===== src/rtl/risc_eu_param.sv =====
// risc_eu_param: parameterised RISC16 execution unit with PC, IR, 8-entry
// register file, ALU/zero flag and its own fetch/execute sequencer on a req/ack memory port.
module risc_eu_param #(
  parameter int            DW         = 16,
  parameter int            AW         = 16,
  parameter logic [AW-1:0] RST_VECTOR = '0
) (
  input  logic          clk,
  input  logic          rst,
  input  logic          run,
  input  logic [DW-1:0] Din,
  input  logic          mem_ack,
  output logic          mem_req,
  output logic          mem_we,
  output logic [AW-1:0] Addr_Out,
  output logic [DW-1:0] Dout,
  output logic          halted,
  output logic          zflag
);
  typedef enum logic [2:0] {S_IDLE, S_FETCH, S_EXEC, S_MEM, S_HALT} state_e;

  localparam logic [3:0] OP_ADD  = 4'h1;
  localparam logic [3:0] OP_SUB  = 4'h2;
  localparam logic [3:0] OP_AND  = 4'h3;
  localparam logic [3:0] OP_OR   = 4'h4;
  localparam logic [3:0] OP_XOR  = 4'h5;
  localparam logic [3:0] OP_LDI  = 4'h6;
  localparam logic [3:0] OP_LD   = 4'h7;
  localparam logic [3:0] OP_ST   = 4'h8;
  localparam logic [3:0] OP_JMP  = 4'h9;
  localparam logic [3:0] OP_BZ   = 4'hA;
  localparam logic [3:0] OP_BRA  = 4'hB;
  localparam logic [3:0] OP_HALT = 4'hF;

  state_e        state_q, state_d;
  logic [AW-1:0] pc_q, pc_d, addr_q, addr_d;
  logic [15:0]   ir_q, ir_d;
  logic          z_q, z_d, req_q, req_d, we_q, we_d, halt_q, halt_d;
  logic [DW-1:0] dout_q, dout_d;
  logic [DW-1:0] rf_q [8];
  logic          rf_we;
  logic [DW-1:0] rf_wd;

  logic [3:0]    op;
  logic [2:0]    rd, rs;
  logic [DW-1:0] rd_val, rs_val, imm6_x, imm9_x, alu_res;

  assign op     = ir_q[15:12];
  assign rd     = ir_q[11:9];
  assign rs     = ir_q[8:6];
  assign rd_val = rf_q[rd];
  assign rs_val = rf_q[rs];
  assign imm6_x = {{(DW-6){ir_q[5]}}, ir_q[5:0]};
  assign imm9_x = {{(DW-9){ir_q[8]}}, ir_q[8:0]};

  // LDI shares the ALU writeback/flag path
  always_comb begin
    case (op)
      OP_ADD:  alu_res = rd_val + rs_val;
      OP_SUB:  alu_res = rd_val - rs_val;
      OP_AND:  alu_res = rd_val & rs_val;
      OP_OR:   alu_res = rd_val | rs_val;
      OP_XOR:  alu_res = rd_val ^ rs_val;
      OP_LDI:  alu_res = imm6_x;
      default: alu_res = '0;
    endcase
  end

  always_comb begin
    state_d = state_q;
    pc_d    = pc_q;
    ir_d    = ir_q;
    z_d     = z_q;
    rf_we   = 1'b0;
    rf_wd   = alu_res;
    case (state_q)
      S_IDLE:  if (run) state_d = S_FETCH;
      S_FETCH: if (mem_ack) begin
        ir_d    = Din[15:0];
        pc_d    = pc_q + AW'(1);
        state_d = S_EXEC;
      end
      S_EXEC: begin
        case (op)
          OP_ADD, OP_SUB, OP_AND, OP_OR, OP_XOR, OP_LDI: begin
            rf_we = 1'b1;
            z_d   = (alu_res == '0);
          end
          OP_JMP:  pc_d = rs_val[AW-1:0];
          OP_BZ:   if (z_q) pc_d = pc_q + imm9_x[AW-1:0];
          OP_BRA:  pc_d = pc_q + imm9_x[AW-1:0];
          default: ;
        endcase
        if (op == OP_LD || op == OP_ST) state_d = S_MEM;
        else if (op == OP_HALT)         state_d = S_HALT;
        else                            state_d = run ? S_FETCH : S_IDLE;
      end
      S_MEM: if (mem_ack) begin
        if (op == OP_LD) begin
          rf_we = 1'b1;
          rf_wd = Din;
          z_d   = (Din == '0);
        end
        state_d = run ? S_FETCH : S_IDLE;
      end
      S_HALT:  ;
      default: state_d = S_IDLE;
    endcase
    // Bus outputs follow the next state so they are registered yet valid on entry
    req_d  = (state_d == S_FETCH) || (state_d == S_MEM);
    we_d   = (state_d == S_MEM) && (op == OP_ST);
    addr_d = (state_d == S_MEM) ? rs_val[AW-1:0] : pc_d;
    dout_d = we_d ? rd_val : '0;
    halt_d = (state_d == S_HALT);
  end

  always_ff @(posedge clk or posedge rst) begin
    if (rst) begin
      state_q <= S_IDLE;
      pc_q    <= RST_VECTOR;
      ir_q    <= '0;
      z_q     <= 1'b0;
      req_q   <= 1'b0;
      we_q    <= 1'b0;
      halt_q  <= 1'b0;
      addr_q  <= RST_VECTOR;
      dout_q  <= '0;
      for (int i = 0; i < 8; i++) rf_q[i] <= '0;
    end else begin
      state_q <= state_d;
      pc_q    <= pc_d;
      ir_q    <= ir_d;
      z_q     <= z_d;
      req_q   <= req_d;
      we_q    <= we_d;
      halt_q  <= halt_d;
      addr_q  <= addr_d;
      dout_q  <= dout_d;
      if (rf_we) rf_q[rd] <= rf_wd;
    end
  end

  assign mem_req  = req_q;
  assign mem_we   = we_q;
  assign Addr_Out = addr_q;
  assign Dout     = dout_q;
  assign halted   = halt_q;
  assign zflag    = z_q;
endmodule


===== config.mk =====
export PLATFORM = sky130hd
export DESIGN_NAME = risc_eu_param
export DESIGN_NICKNAME = d
export VERILOG_FILES = /design/src/rtl/risc_eu_param.sv
export SDC_FILE = /design/constraint.sdc
export NUM_CORES = 1
export LEC_CHECK = 0
export ABC_AREA = 1
export CORE_MARGIN = 2
export CORE_UTILIZATION = 55
export DETAILED_ROUTE_END_ITERATION = 7
export PLACE_DENSITY = 0.75
export SLEW_MARGIN = 10
export SYNTH_ARGS = -nofsm -noshare
export SYNTH_HDL_FRONTEND = slang
export SYNTH_SLANG_ARGS = --single-unit

===== constraint.sdc =====
create_clock -name clk -period 17.3 [get_ports clk]
set_input_delay 1.73 -clock clk [delete_from_list [all_inputs] [get_ports clk]]
set_output_delay 1.73 -clock clk [all_outputs]
set_load 0.02 [all_outputs]

==> results.yml <==
outcome:
  status: "finished, final reports clean"
sta:
  max_freq_mhz: 193
  grt_setup_unrepaired: "no"
  slew_headroom_pct: 23.8
  setup_violations: 0
  fin_crit_sh_pct: 29.9
  worst_pin_slew_ns: 1.13
  finClkSkew_ns: 0.0128
  hold_viol_final: 0
  finalSetupTns_ns: 0
  fin_crit_ns: 5.17
  final_max_slew_viol_count: 0
setup_path:
  cp_cell_sequence: "buf_4, nor2_1, inv_1, nor2_1, nor4_1, inv_1, ha_1, a21oi_1, nand2_1, nand3_1, nand2_1, nand2_1, nand2_1, o21ai_0, nand2_1, o21ai_1, o21ai_0"
  required_ns: 17.59
  start_kind: "flop"
  cp_max_fo: 80
  critPathMaxStageDelay_ns: 0.84
  worstSetupPathType: "reg -> reg"
  crit_cells: 17
  cpLargestDelayFamily: "simple AND/OR/NAND/NOR gates"
  cp_common_cell: "nand2_1"
  ff2ff_path_depth: 17
  cp_num_buf_inv: 3
  cp.arrival_ns: 5.47
  slowest_stage: "nor4_1"
  endpoint_kind: "flop"
flow_run:
  cap_violations: 0
yosys:
  synthMuxAreaShare_pct: 0
  yosys.area_share.simple_pct: 28.2
  yosysSeqAreaShare_pct: 36.0
  synth-async-reset-ratio_pct: 100
  yosys_warnings: 0
  syn_avg_cell_area_um2: 6.92
  synth-adder-area-share_pct: 6.07
  synth-edff-count: 0
  syn_nets: 2086
  yosysUniqueCellTypes: 52
  ys.flop_type: "dfrtp_1"
  synth_compound_area_share_pct: 17.0
  synth_top_family_by_area: "simple AND/OR/NAND/NOR gates"
  yosys_register_bits: 199
  netlist_instances: 2000
  syn-cell-area_um2: 13800
  synth-xor-area-share_pct: 1.39
clocking:
  ctsHoldBuffers: 0
  numCtsBuffers: 17
  cts_buffer_depth: 2
  cts.sinks: 199
  clock_tree.htree_level_count: 4
  clock_latency_ns: 0.45
  ctsResizeCount: 0
  root_buffer: "clkbuf_16"
  cts_tree: "built"
  path_clk_slew_ns: 0.07
  cts_setup_buffers: 0
floorplan:
  start_util_pct: 55.5
  rows: 58
  die_h_um: 163
  die-area_um2: 26500
  core_area_um2: 25000
  die_w_um: 163
  boundaryPins: 56
detailed_routing:
  wirelength_um: 43400
  vias_per_cell: 5.77
  drt_iter0_drc: 1460
  wl_per_cell_um: 18.4
  drc: 0
  dr.pass1.iters: 6
  dr_total_vias: 13580
  routed.top_layer: "met4"
  antenna_left: 0
  routedLengthMet1_um: 17400
  dr_wl_met3_um: 3340
  wl_met2_um: 20600
placed_design:
  place_hpwl_um: 30200
  gp_congestion: 0.964
  io_buffers: 55
finish:
  area_growth_syn_to_layout_pct: 8.73
  final_nets: 2097
  antenna_cells: 0
  drive_gt1_share_pct: 5.63
grt:
  grt_use_total_pct: 33.6
  antenna_found_initial: 0
  grt_max_degree: 127
  grt-ovfl-total: 0
  grt_pass1_vias: 13233
  grt_first_pass_wirelength_um: 68800
hold_path:
  hold_path_class: "reg -> reg"
  hold_depth: 2
-- synthesized netlist by cell type (3+ instances only) --
| library cell | n | area share (%) |
|---|---|---|
| o21a_1 | 5 | 0.27 |
| ha_1 | 64 | 5.8 |
| xnor2_1 | 6 | 0.38 |
| nand3_2 | 4 | 0.29 |
| nor4_1 | 18 | 0.81 |
| buf_4 | 5 | 0.27 |
| o21ai_2 | 3 | 0.19 |
| clkbuf_1 | 26 | 0.70 |
| o21bai_1 | 4 | 0.22 |
| o2111ai_1 | 3 | 0.19 |
| xor2_1 | 16 | 1.0 |
| nand2_2 | 17 | 0.77 |
| or2_2 | 3 | 0.14 |
| nor2_2 | 9 | 0.41 |
| nand3b_1 | 6 | 0.33 |
| a21oi_2 | 6 | 0.38 |
| nor3_2 | 3 | 0.22 |
| nand4_1 | 18 | 0.81 |
| a31oi_1 | 6 | 0.27 |
| o211ai_1 | 29 | 1.6 |
| o21ai_0 | 194 | 7.0 |
| a21o_1 | 4 | 0.22 |
| nand2_1 | 474 | 13 |
| a21oi_1 | 116 | 4.2 |
| o21ai_1 | 21 | 0.76 |
| buf_6 | 9 | 0.73 |
| nor3_1 | 14 | 0.51 |
| nor2_1 | 207 | 5.6 |
| clkinv_1 | 3 | 0.081 |
| buf_2 | 38 | 1.4 |
| nand3_1 | 139 | 5.0 |
| inv_2 | 10 | 0.27 |
| inv_1 | 278 | 7.5 |
| o2bb2ai_1 | 3 | 0.19 |
| o22ai_1 | 9 | 0.41 |
| dfrtp_1 | 199 | 36 |
| a211oi_1 | 10 | 0.54 |
-- final cells by class --
| class | instances | area (µm²) |
|---|---|---|
| clock inverter | 12 | 111 |
| clock buffer | 20 | 457 |
| multi-input combinational | 1428 | 7300 |
| inverter | 292 | 1110 |
| fill | 2336 | 9910 |
| timing repair buffer | 73 | 686 |
| sequential | 199 | 4980 |
| tap | 330 | 413 |
-- metrics by stage --
step | area, µm² | util [%] | cells | setup WS, ns | hold slack (ns)
global placement | 14500 | 58.0 | 2322 | 12.21 | 0.466
CTS | 15100 | 60.3 | 2354 | 12.25 | 0.490
floorplan | 13800 | - | 2000 | 10.14 | 0.453
detailed placement | 14500 | 58.0 | 2322 | 12.10 | 0.473
global route | 15100 | 60.3 | 2354 | 11.68 | 0.518
finish | 15100 | 60.3 | 2354 | 12.13 | 0.489
-- cell families after synthesis --
group / Yosys count
compound gates: 422
xor+xnor: 22
fa+ha+maj: 66
buf+inv: 373
flops: 199
simple gates: 918
-- sequential cells by signal, indices dropped and copies added (netlist names) --
| register | cells |
|---|---|
| ir_q | 16 |
| mem_we | 1 |
| Addr_Out | 16 |
| mem_req | 1 |
| zflag | 1 |
| rf_q | 128 |
| Dout | 16 |
| pc_q | 16 |
| halted | 1 |
| state_q | 3 |
-- worst register-to-register path, cell delays in order (launching register included) --
cell and delay, ns:
dfrtp_2 0.35, buf_4 0.60, nor2_1 0.25, inv_1 0.58, nor2_1 0.08, nor4_1 0.84
inv_1 0.16, ha_1 0.41, a21oi_1 0.23, nand2_1 0.14, nand3_1 0.12, nand2_1 0.08
nand2_1 0.06, nand2_1 0.08, o21ai_0 0.18, nand2_1 0.11, o21ai_1 0.60, o21ai_0 0.16
-- layer usage --
| metal | track usage (%) | vias up |
|---|---|---|
| met5 | 0 | - |
| met4 | 17.9 | 0 |
| met3 | 4.51 | 141 |
| met2 | 56.5 | 642 |
| met1 | 42.2 | 6303 |
| li1 | - | 6494 |
-- cell usage in the layout, fill, tap and decap left out, types with 5 or more instances in the layout --
cell	instances
nor2_2	10
o211ai_1	29
nand4_1	18
o21ai_0	194
nand3_1	139
inv_2	10
clkbuf_16	17
xor2_1	16
nor3_1	14
o21a_1	5
nand3b_1	6
o22ai_1	9
nand2_2	17
a21oi_2	6
buf_4	18
xnor2_1	6
a21oi_1	116
a211oi_1	10
nand2_1	474
clkdlybuf4s50_1	55
inv_1	277
o21ai_1	21
nor4_1	18
dfrtp_1	197
a31oi_1	6
nor2_1	206
ha_1	64
-- worst paths after layout --
check / start / end / slack (ns)
worst min register to register: rf_q[105] / rf_q[105] / 0.49
min in group asynchronous: rst / state_q[0] / 1.88
worst max register to register: ir_q[9] / rf_q[121] / 12.13
worst max-delay path: ir_q[9] / rf_q[121] / 12.13
worst min-delay path: rf_q[105] / rf_q[105] / 0.49
max in group asynchronous: rst / ir_q[9] / 13.81
Power is not shown: default switching activity piles up to over one toggle a cycle in this logic, so the estimate is an artifact.
